File: config.mk
export PLATFORM = sky130hd
export DESIGN_NAME = hazard_stall_ctrl_flat
export DESIGN_NICKNAME = d
export VERILOG_FILES = /design/src/rtl/hazard_stall_ctrl_pkg.sv /design/src/rtl/hazard_stall_ctrl_if.sv /design/src/rtl/hazard_stall_ctrl_perf_counters.sv /design/src/rtl/hazard_stall_ctrl.sv /design/src/flat_wrapper.sv
export SDC_FILE = /design/constraint.sdc
export NUM_CORES = 1
export LEC_CHECK = 0
export CELL_PAD_IN_SITES_DETAIL_PLACEMENT = 1
export CELL_PAD_IN_SITES_GLOBAL_PLACEMENT = 2
export CORE_AREA = 2 2 87 89
export DETAILED_ROUTE_END_ITERATION = 8
export DIE_AREA = 0 0 89 91
export PLACE_DENSITY = 0.88
export RECOVER_POWER = 50
export SLEW_MARGIN = 10
export SYNTH_ARGS = -nofsm -noshare
export SYNTH_HDL_FRONTEND = slang
export SYNTH_HIERARCHICAL = 1
export SYNTH_SLANG_ARGS = --single-unit
File: constraint.sdc
create_clock -name clk -period 1.74 [get_ports clk]
set_input_delay 0.348 -clock clk [delete_from_list [all_inputs] [get_ports clk]]
set_output_delay 0.348 -clock clk [all_outputs]
set_load 0.01 [all_outputs]
File: src/rtl/hazard_stall_ctrl_pkg.sv
// Shared types and constants for the ID-stage hazard/stall controller.
`timescale 1ns/1ps
package hazard_pkg;

  typedef enum logic [0:0] {
    IDLE       = 1'b0,
    LOAD_STALL = 1'b1
  } hz_state_e;

  localparam int REG_X0             = 0;
  localparam int DEFAULT_REG_ADDR_W = 5;
  localparam int BUBBLE_CNT_W       = 3;

endpackage

File: src/rtl/hazard_stall_ctrl_if.sv
// Pipeline <-> hazard unit bundle: hazard sources in, register enables/flushes out.
`timescale 1ns/1ps
interface hazard_stall_ctrl_if
  import hazard_pkg::*;
#(
  parameter int REG_ADDR_W = DEFAULT_REG_ADDR_W
);

  logic [REG_ADDR_W-1:0] idex_rd;
  logic                  idex_mem_read;
  logic [REG_ADDR_W-1:0] ifid_rs1;
  logic [REG_ADDR_W-1:0] ifid_rs2;
  logic                  ifid_rs1_used;
  logic                  ifid_rs2_used;
  logic                  ex_redirect;
  logic                  ex_busy;
  logic                  mem_stall;

  logic                  pc_write;
  logic                  ifid_write;
  logic                  idex_write;
  logic                  exmem_write;
  logic                  ifid_flush;
  logic                  idex_flush;
  logic                  exmem_flush;
  logic                  stall_active;

  // Pipeline side reports hazard sources and consumes the controls.
  modport master (
    output idex_rd, idex_mem_read, ifid_rs1, ifid_rs2, ifid_rs1_used, ifid_rs2_used,
           ex_redirect, ex_busy, mem_stall,
    input  pc_write, ifid_write, idex_write, exmem_write,
           ifid_flush, idex_flush, exmem_flush, stall_active
  );

  modport slave (
    input  idex_rd, idex_mem_read, ifid_rs1, ifid_rs2, ifid_rs1_used, ifid_rs2_used,
           ex_redirect, ex_busy, mem_stall,
    output pc_write, ifid_write, idex_write, exmem_write,
           ifid_flush, idex_flush, exmem_flush, stall_active
  );

endinterface

File: src/rtl/hazard_stall_ctrl_perf_counters.sv
// Stall-cycle and redirect counters; only present when HAZARD_PERF_EN is defined.
`timescale 1ns/1ps
`ifdef HAZARD_PERF_EN
module hazard_perf_counters #(
  parameter int PERF_W = 32
) (
  input  logic              clk,
  input  logic              rst,
  input  logic              stall_evt,
  input  logic              flush_evt,
  output logic [PERF_W-1:0] stall_cnt,
  output logic [PERF_W-1:0] flush_cnt
);

  logic [PERF_W-1:0] stall_cnt_q, stall_cnt_d;
  logic [PERF_W-1:0] flush_cnt_q, flush_cnt_d;

  // Free-running counters that wrap naturally at 2^PERF_W.
  always_comb begin
    stall_cnt_d = stall_cnt_q + PERF_W'(stall_evt);
    flush_cnt_d = flush_cnt_q + PERF_W'(flush_evt);
  end

  always_ff @(posedge clk) begin
    if (rst) begin
      stall_cnt_q <= '0;
      flush_cnt_q <= '0;
    end else begin
      stall_cnt_q <= stall_cnt_d;
      flush_cnt_q <= flush_cnt_d;
    end
  end

  assign stall_cnt = stall_cnt_q;
  assign flush_cnt = flush_cnt_q;

endmodule
`endif

File: src/rtl/hazard_stall_ctrl.sv
// Load-use / freeze / redirect controller beside the ID stage of the 5-stage RV32 core.
// Optional performance counters are enabled with the HAZARD_PERF_EN macro.
`timescale 1ns/1ps
module hazard_stall_ctrl
  import hazard_pkg::*;
#(
  parameter int REG_ADDR_W   = DEFAULT_REG_ADDR_W,
  parameter int LOAD_BUBBLES = 1,
  parameter int PERF_W       = 32
) (
  input  logic              clk,
  input  logic              rst,
  hazard_stall_ctrl_if.slave bus,
  output logic [PERF_W-1:0] perf_stall_cnt,
  output logic [PERF_W-1:0] perf_flush_cnt
);

  if (LOAD_BUBBLES < 1 || LOAD_BUBBLES > ((1 << BUBBLE_CNT_W) - 1)) begin : g_bad_cfg
    $error("hazard_stall_ctrl: LOAD_BUBBLES must be in 1..7");
  end

  hz_state_e               state_q, state_d;
  logic [BUBBLE_CNT_W-1:0] cnt_q, cnt_d;
  logic                    hz;
  logic                    pc_write, ifid_write, idex_write, exmem_write;
  logic                    ifid_flush, idex_flush, exmem_flush;

  // x0 never creates a dependency; a source only matters if the ID instruction reads it.
  assign hz = bus.idex_mem_read && (bus.idex_rd != REG_ADDR_W'(REG_X0)) &&
              ((bus.ifid_rs1_used && (bus.idex_rd == bus.ifid_rs1)) ||
               (bus.ifid_rs2_used && (bus.idex_rd == bus.ifid_rs2)));

  // Freezes hold the bubble counter, so only unfrozen cycles count towards the stall.
  always_comb begin
    pc_write    = 1'b1;
    ifid_write  = 1'b1;
    idex_write  = 1'b1;
    exmem_write = 1'b1;
    ifid_flush  = 1'b0;
    idex_flush  = 1'b0;
    exmem_flush = 1'b0;
    state_d     = state_q;
    cnt_d       = cnt_q;
    if (rst) begin
      pc_write    = 1'b0;
      ifid_write  = 1'b0;
      idex_write  = 1'b0;
      exmem_write = 1'b0;
      ifid_flush  = 1'b1;
      idex_flush  = 1'b1;
      exmem_flush = 1'b1;
      state_d     = IDLE;
      cnt_d       = '0;
    end else if (bus.mem_stall) begin
      pc_write    = 1'b0;
      ifid_write  = 1'b0;
      idex_write  = 1'b0;
      exmem_write = 1'b0;
    end else if (bus.ex_busy) begin
      pc_write    = 1'b0;
      ifid_write  = 1'b0;
      idex_write  = 1'b0;
      exmem_flush = 1'b1;
    end else if (bus.ex_redirect) begin
      ifid_flush  = 1'b1;
      idex_flush  = 1'b1;
      state_d     = IDLE;
      cnt_d       = '0;
    end else if ((state_q == LOAD_STALL) || hz) begin
      pc_write    = 1'b0;
      ifid_write  = 1'b0;
      idex_flush  = 1'b1;
      if (state_q == IDLE) begin
        if (LOAD_BUBBLES > 1) begin
          state_d = LOAD_STALL;
          cnt_d   = BUBBLE_CNT_W'(LOAD_BUBBLES - 1);
        end
      end else if (cnt_q == BUBBLE_CNT_W'(1)) begin
        state_d = IDLE;
        cnt_d   = '0;
      end else begin
        cnt_d   = cnt_q - BUBBLE_CNT_W'(1);
      end
    end
  end

  always_ff @(posedge clk) begin
    if (rst) begin
      state_q <= IDLE;
      cnt_q   <= '0;
    end else begin
      state_q <= state_d;
      cnt_q   <= cnt_d;
    end
  end

  assign bus.pc_write     = pc_write;
  assign bus.ifid_write   = ifid_write;
  assign bus.idex_write   = idex_write;
  assign bus.exmem_write  = exmem_write;
  assign bus.ifid_flush   = ifid_flush;
  assign bus.idex_flush   = idex_flush;
  assign bus.exmem_flush  = exmem_flush;
  assign bus.stall_active = (state_q == LOAD_STALL) && !rst;

`ifdef HAZARD_PERF_EN
  logic stall_evt, flush_evt;

  // A redirect only counts when no freeze outranks it.
  assign stall_evt = !pc_write && !rst;
  assign flush_evt = bus.ex_redirect && !bus.mem_stall && !bus.ex_busy && !rst;

  hazard_perf_counters #(
    .PERF_W(PERF_W)
  ) u_perf (
    .clk      (clk),
    .rst      (rst),
    .stall_evt(stall_evt),
    .flush_evt(flush_evt),
    .stall_cnt(perf_stall_cnt),
    .flush_cnt(perf_flush_cnt)
  );
`else
  assign perf_stall_cnt = '0;
  assign perf_flush_cnt = '0;
`endif

endmodule
File: src/flat_wrapper.sv
// flat-port wrapper written by rule: the top's interface ports become plain ports
module hazard_stall_ctrl_flat import hazard_pkg::*;
#(
  parameter int REG_ADDR_W   = DEFAULT_REG_ADDR_W,
  parameter int LOAD_BUBBLES = 1,
  parameter int PERF_W       = 32
)
  (clk, rst, perf_stall_cnt, perf_flush_cnt, bus_idex_rd, bus_idex_mem_read, bus_ifid_rs1, bus_ifid_rs2, bus_ifid_rs1_used, bus_ifid_rs2_used, bus_ex_redirect, bus_ex_busy, bus_mem_stall, bus_pc_write, bus_ifid_write, bus_idex_write, bus_exmem_write, bus_ifid_flush, bus_idex_flush, bus_exmem_flush, bus_stall_active);
  hazard_stall_ctrl_if #(.REG_ADDR_W(REG_ADDR_W)) bus_i ();
  input  logic clk;
  input  logic rst;
  output logic [PERF_W-1:0] perf_stall_cnt;
  output logic [PERF_W-1:0] perf_flush_cnt;
  input wire logic [$bits(bus_i.idex_rd)-1:0] bus_idex_rd;
  input wire logic [$bits(bus_i.idex_mem_read)-1:0] bus_idex_mem_read;
  input wire logic [$bits(bus_i.ifid_rs1)-1:0] bus_ifid_rs1;
  input wire logic [$bits(bus_i.ifid_rs2)-1:0] bus_ifid_rs2;
  input wire logic [$bits(bus_i.ifid_rs1_used)-1:0] bus_ifid_rs1_used;
  input wire logic [$bits(bus_i.ifid_rs2_used)-1:0] bus_ifid_rs2_used;
  input wire logic [$bits(bus_i.ex_redirect)-1:0] bus_ex_redirect;
  input wire logic [$bits(bus_i.ex_busy)-1:0] bus_ex_busy;
  input wire logic [$bits(bus_i.mem_stall)-1:0] bus_mem_stall;
  output wire logic [$bits(bus_i.pc_write)-1:0] bus_pc_write;
  output wire logic [$bits(bus_i.ifid_write)-1:0] bus_ifid_write;
  output wire logic [$bits(bus_i.idex_write)-1:0] bus_idex_write;
  output wire logic [$bits(bus_i.exmem_write)-1:0] bus_exmem_write;
  output wire logic [$bits(bus_i.ifid_flush)-1:0] bus_ifid_flush;
  output wire logic [$bits(bus_i.idex_flush)-1:0] bus_idex_flush;
  output wire logic [$bits(bus_i.exmem_flush)-1:0] bus_exmem_flush;
  output wire logic [$bits(bus_i.stall_active)-1:0] bus_stall_active;
  assign bus_i.idex_rd = bus_idex_rd;
  assign bus_i.idex_mem_read = bus_idex_mem_read;
  assign bus_i.ifid_rs1 = bus_ifid_rs1;
  assign bus_i.ifid_rs2 = bus_ifid_rs2;
  assign bus_i.ifid_rs1_used = bus_ifid_rs1_used;
  assign bus_i.ifid_rs2_used = bus_ifid_rs2_used;
  assign bus_i.ex_redirect = bus_ex_redirect;
  assign bus_i.ex_busy = bus_ex_busy;
  assign bus_i.mem_stall = bus_mem_stall;
  assign bus_pc_write = bus_i.pc_write;
  assign bus_ifid_write = bus_i.ifid_write;
  assign bus_idex_write = bus_i.idex_write;
  assign bus_exmem_write = bus_i.exmem_write;
  assign bus_ifid_flush = bus_i.ifid_flush;
  assign bus_idex_flush = bus_i.idex_flush;
  assign bus_exmem_flush = bus_i.exmem_flush;
  assign bus_stall_active = bus_i.stall_active;
  hazard_stall_ctrl #(.REG_ADDR_W(REG_ADDR_W), .LOAD_BUBBLES(LOAD_BUBBLES), .PERF_W(PERF_W)) u_core (.clk(clk), .rst(rst), .bus(bus_i), .perf_stall_cnt(perf_stall_cnt), .perf_flush_cnt(perf_flush_cnt));
endmodule
==> out/metrics.cfg, run 1 <==
[clock_tree]
h-tree-depth = 1
cts-root-buf = clkbuf_8
holdBufCountCts = 0
clockBufferDepth = 2
cts-buffers-inserted = 3
cts_tree = yes
clock_sinks = 4
clkTransAtPathRegs_ps = 30
clk_latency_ps = 220

[grt]
grt_pass1_wl_mm = 2.76
first_global_vias = 616
grt-ovfl-total = 0
grt_start_max_net_pins = 9
use_met1 = 0.0474
track_usage = 0.0439
met3_usage = 0.0164
busiest_layer = met2
antenna_found_initial = 0
gr-usage-met2 = 0.0790

[sta]
layout_min_cycle_time_ps = 1950
rsz0062_at_grt = yes
skew_ps = 1.04
finalHoldViolCount = 0
finalSetupTns_ps = -588
fin_ws_ps = -210
fmax_ghz = 0.513
period_share = 1.12
setup_violations = 3
maxSlewViolCount = 0

[job]
cap_violations = 0

[logic_synthesis]
synth_cell_type_count = 25
syn_avg_cell_area_um2 = 7.41
synth-seq-cells = 4
syn_area_um2 = 897
syn_inst = 121
ys.warnings.count = 6
ys_seq_area_frac = 0.0893

[critical_path]
required_ps = 1390
slowest_delay_ps = 530
endpoint_kind = output port
crit_slowest_cell = or4_4
cp.arrival_ps = 1600
cpMostUsedCell = buf_6
r2r_start = u_core/state_q
path_buf_inv = 2
path_cells = buf_6, or4_4, o21ai_4, nor3_1, a211o_1, buf_6
critPathLaunch = bus_idex_rd[4]
startpoint_type = input port
crit_family = simple AND/OR/NAND/NOR gates
crit_fanout = 2
path_class = in2out

[layout]
final_nets = 190
antenna_cells = 0
layout_common_cells = 64 x conb_1, 10 x buf_4, 9 x dlygate4sd2_1, 9 x xnor2_1, 7 x dlymetal6s2s_1
final_common_cell = conb_1
fill_cells = 917
drive_gt1_frac = 0.178
area_growth_pct = 38.1

[placement]
dp_hpwl_mm = 1.79
gp_congestion = 0.716
portBuffers = 30

[power_and_ir_drop]
peakVddDrop_v = 0.000149
leakage_nw = 0.653
total_power_mw = 0.504
powerDensity_nw_per_um2 = 407

[floorplanning]
start_util = 0.126
io-pin-count = 95
core-area_um2 = 7140
die_w_um = 89
die-area_um2 = 8100
die_h_um = 91
rows = 31

[detailed_routing]
first_iter_violations = 4
drt-total-wl_mm = 2.06
drt_first_pass_iters = 4
post-route-drc-count = 0
viasPerCell = 2.77
postRouteAntennaNets = 0
wire_per_inst_um = 7.87
vias = 726

[hold_path]
worstHoldStart = u_core/cnt_q[2]
hold_class = reg2reg

[outcome]
status = finished, violations left
violations = negative setup slack

where the power goes:
part	switching (mW)	total [mW]	leakage [nW]	internal, mW
Combinational	0.122	0.211	0.599	0.0895
Clock	0.0524	0.200	0.0216	0.148
Sequential	0.000000000000000000989	0.0923	0.0322	0.0923
routing by layer:
layer | share of wire | vias up
li1 | - | 341
met1 | 0.36 | 319
met2 | 0.50 | 66
met3 | 0.14 | 0
met4 | 0 | 0
met5 | 0 | -
per-stage QoR:
step | area (um2) | util | cells | hold WS [ps] | setup WS (ps)
after CTS | 1210 | 0.169 | 262 | 497 | -295
after global routing | 1240 | 0.174 | 262 | 557 | -262
final | 1240 | 0.174 | 262 | 497 | -210
after floorplan | 1140 | - | 184 | 458 | -7.28
after detailed placement | 1150 | 0.161 | 258 | 494 | -1020
after global placement | 1150 | 0.161 | 258 | 469 | -1010
cells in the mapped netlist (all sizes together):
master,number,share of area
a211o,1,0.0098
a21o,2,0.017
a21oi,2,0.011
a22oi,1,0.0084
and2,1,0.0070
buf,65,0.54
clkbuf,1,0.0042
conb,1,0.0042
dfxtp,4,0.089
ha,2,0.028
inv,6,0.025
mux2i,1,0.011
nand2,2,0.0084
nand3b,1,0.0084
nand4,2,0.014
nor2,6,0.025
nor2b,1,0.0070
nor3,3,0.017
nor4,1,0.0070
o21ai,5,0.032
o22ai,1,0.0070
or3b,1,0.0098
or4,1,0.0084
xnor2,10,0.098
final timing paths:
kind	cells past startpoint	slack, ps	to
worst max-delay path	6	-210	bus_idex_flush
worst min-delay path	2	500	u_core/cnt_q[2]
worst max register to register	4	230	u_core/cnt_q[2]
worst min register to register	2	500	u_core/cnt_q[2]
registers in the layout, indices dropped and copies added (netlist names):
signal	cells
u_core/cnt_q	3
u_core/state_q	1
what timing repair did:
action,4_1_cts,5_1_grt
setup buffers,1,0
gates resized for setup,49,12
pin swaps,9,14
setup endpoints to repair,11,9
final cells by class:
class	count	area, um2	share of cell area
Sequential cell	4	80.1	0.0646
Timing Repair Buffer	42	388	0.313
Clock buffer	3	41.3	0.0333
Multi-Input combinational cell	108	583	0.471
Inverter	6	22.5	0.0182
Tap cell	99	124	0.100
worst reg2reg max path: stages, from the launching register on:
cell	delay (ps)
dfxtp_1	350
or3b_2	470
nor3_1	360
nand3b_1	130
a21oi_1	140
cell families (layout without fill, tap and decap cells):
family	Yosys count	count (layout)	synth area share
compound gates	12	12	0.0851
xor+xnor	10	10	0.0976
fa+ha+maj	2	2	0.0279
buf+inv	72	51	0.573
flops	4	4	0.0893
mux	1	1	0.0112
other cells	1	64	0.00418
simple gates	19	19	0.112
Power figures use the tool's default switching activity.
==> run 2: changes to the inputs <==
Settings changed: CORE_AREA 2 2 87 89 to 2 2 94 96, DIE_AREA 0 0 89 91 to 0 0 96 98, PLACE_DENSITY 0.88 to 0.81.
Clock period 1.74 ns to 1.7 ns, I/O delays scaled along.
==> run 2 against run 1 <==
Effect of this change:
- the flow still finishes with violations (negative setup slack)
- critical path depth stayed put
- setup slack worse by 12 ps
- hold slack better by 3.6 ps
- clock power is 2% higher
- combinational power hardly changed
- largest power group unchanged
==> out/metrics.cfg, run 2 (synthesis results as in run 1) <==
[grt]
grt_pass1_wl_mm = 3.09  ; was 2.76 mm
gr-usage-met2 = 0.0764  ; was 0.0790
met3_usage = 0.0193  ; was 0.0164
grt_start_max_net_pins = 9  ; unchanged
first_global_vias = 661  ; was 616
use_met1 = 0.0458  ; was 0.0474
antenna_found_initial = 0  ; unchanged
grt-ovfl-total = 0  ; unchanged
busiest_layer = met2  ; unchanged
track_usage = 0.0444  ; was 0.0439

[sta]
layout_min_cycle_time_ps = 1920
finalHoldViolCount = 0  ; unchanged
maxSlewViolCount = 0  ; unchanged
finalSetupTns_ps = -481  ; was -588 ps
fin_hold_ws_ps = 501  ; was 497 ps
period_share = 1.13
setup_violations = 3  ; unchanged
fin_ws_ps = -222  ; was -210 ps
rsz0062_at_grt = yes  ; unchanged
fmax_ghz = 0.520
skew_ps = 7.21  ; was 1.04 ps

[layout]
largest-register = u_core/cnt_q  ; unchanged
fill_cells = 1047  ; was 917
drive_gt1_frac = 0.190  ; was 0.178
seqCellArea_um2 = 80.1  ; unchanged
final_cell_area_um2 = 1210  ; was 1240 um2
final_common_cell = conb_1  ; unchanged
multiInputGateArea_um2 = 583  ; unchanged
antenna_cells = 0  ; unchanged
top_regs = u_core/cnt_q: 3 flops, u_core/state_q: 1 flops  ; unchanged
area_growth_pct = 35.4  ; was 38.1%
final_nets = 190  ; unchanged
layout_common_cells = 64 x conb_1, 15 x dlygate4sd2_1, 10 x buf_4  ; was 64 x conb_1, 10 x buf_4, 9 x dlygate4sd2_1, 9 x xnor2_1, 7 x dlymetal6s2s_1
largest_reg_flops = 3  ; unchanged

[floorplanning]
die_w_um = 96  ; was 89 um
start_util = 0.106  ; was 0.126
core-area_um2 = 8470  ; was 7140 um2
rows = 34  ; was 31
die_h_um = 98  ; was 91 um
die-area_um2 = 9410  ; was 8100 um2
io-pin-count = 95  ; unchanged

[power_and_ir_drop]
leakage_nw = 0.609  ; was 0.653 nW
powerDensity_nw_per_um2 = 417  ; was 407 nW/um2
peakVddDrop_v = 0.000124  ; was 0.000149 V

[clock_tree]
clk_latency_ps = 220  ; about the same
h-tree-depth = 1  ; unchanged
cts-root-buf = clkbuf_8  ; unchanged
cts-buffers-inserted = 3  ; unchanged
clkTransAtPathRegs_ps = 40  ; was 30 ps
clockBufferDepth = 2  ; unchanged
cts_tree = yes  ; unchanged
post_cts_buffers = 0  ; was 1
clock_sinks = 4  ; unchanged

[critical_path]
r2r_start = u_core/state_q  ; unchanged
r2r_end = u_core/cnt_q[2]  ; unchanged
endpoint_kind = output port  ; unchanged
startpoint_type = input port  ; unchanged
ff2ff_path_depth = 5  ; was 4
required_ps = 1360  ; was 1390 ps
path_class = in2out  ; unchanged
cp.arrival_ps = 1580  ; was 1600 ps
crit_fanout = 2  ; unchanged
regToRegSetupSlack_ps = 240  ; was 230 ps

[detailed_routing]
drt_first_pass_iters = 3  ; was 4
wire_per_inst_um = 8.06  ; was 7.87 um
post-route-drc-count = 0  ; unchanged
viasPerCell = 2.69  ; was 2.77
postRouteAntennaNets = 0  ; unchanged
vias = 730  ; was 726
first_iter_violations = 3  ; was 4
drt-total-wl_mm = 2.18  ; was 2.06 mm

[placement]
gp_congestion = 0.631  ; was 0.716
place_area_um2 = 1180  ; was 1150 um2
dpl_worst_slack_ps = -1010  ; was -1020 ps
dp_hpwl_mm = 1.93  ; was 1.79 mm
portBuffers = 30  ; unchanged

[outcome]
status = finished, violations left  ; unchanged
violations = negative setup slack  ; unchanged

[hold_path]
hold_depth = 2  ; unchanged
hold_class = reg2reg  ; unchanged
worstHoldStart = u_core/cnt_q[2]  ; unchanged
whs_endpoint = u_core/cnt_q[2]  ; unchanged

[job]
cap_violations = 0  ; unchanged

## run 2: cell count changes in the layout (fill, tap and decap cells not counted), sizes merged
cell / delta
clkdlybuf4s50: +2
dlygate4sd2: +6
clkdlybuf4s15: -2
dlymetal6s2s: -6
## run 2: power breakdown
part	switching [mW]	internal, mW	total (mW)
registers	0.00000000000000000100	0.0945	0.0945
clock network	0.0528	0.151	0.204
logic	0.124	0.0840	0.208
## run 2: how the worst max path moves through the flow
stage                         from             end  slack (ps)  depth (start not counted)
global route        bus_idex_rd[2]  bus_idex_flush        -270                          6
detailed placement  bus_idex_rd[1]  bus_idex_flush       -1010                          6
floorplan           bus_idex_rd[1]    bus_pc_write         -30                          5
global placement    bus_idex_rd[1]  bus_idex_flush        -960                          6
CTS                 bus_idex_rd[3]  bus_idex_flush        -310                          6
finish              bus_idex_rd[2]  bus_idex_flush        -220                          6
## run 2: per-layer routing
layer / wire [um] / share of wire
met5: 0 / 0
met4: 23 / 0.011
met3: 280 / 0.13
met2: 1090 / 0.50
met1: 786 / 0.36
## run 2: cell type report
class	instances	share of cell area
Tap cell	108	0.111
Multi-Input combinational cell	108	0.480
Timing Repair Buffer	42	0.290
Clock buffer	3	0.0340
Sequential cell	4	0.0659
Inverter	6	0.0185
## run 2: worst max-delay path: stages
cell,delay [ps]
buf_6,90
or4_4,560
o21ai_4,160
nor3_2,50
a211o_1,240
buf_2,140
## run 2: what timing repair did
action,CTS,global route
resized for setup,54,2
setup endpoints to repair,11,3
pin swaps,12,6
hold buffers,0,0
## run 2: stage by stage
step	power, mW	std cells	util
floorplan	0.312	184	-
finish	0.506	271	0.144
CTS	0.515	271	0.143
global route	0.550	271	0.144
global placement	0.311	269	0.139
detailed placement	0.313	269	0.139
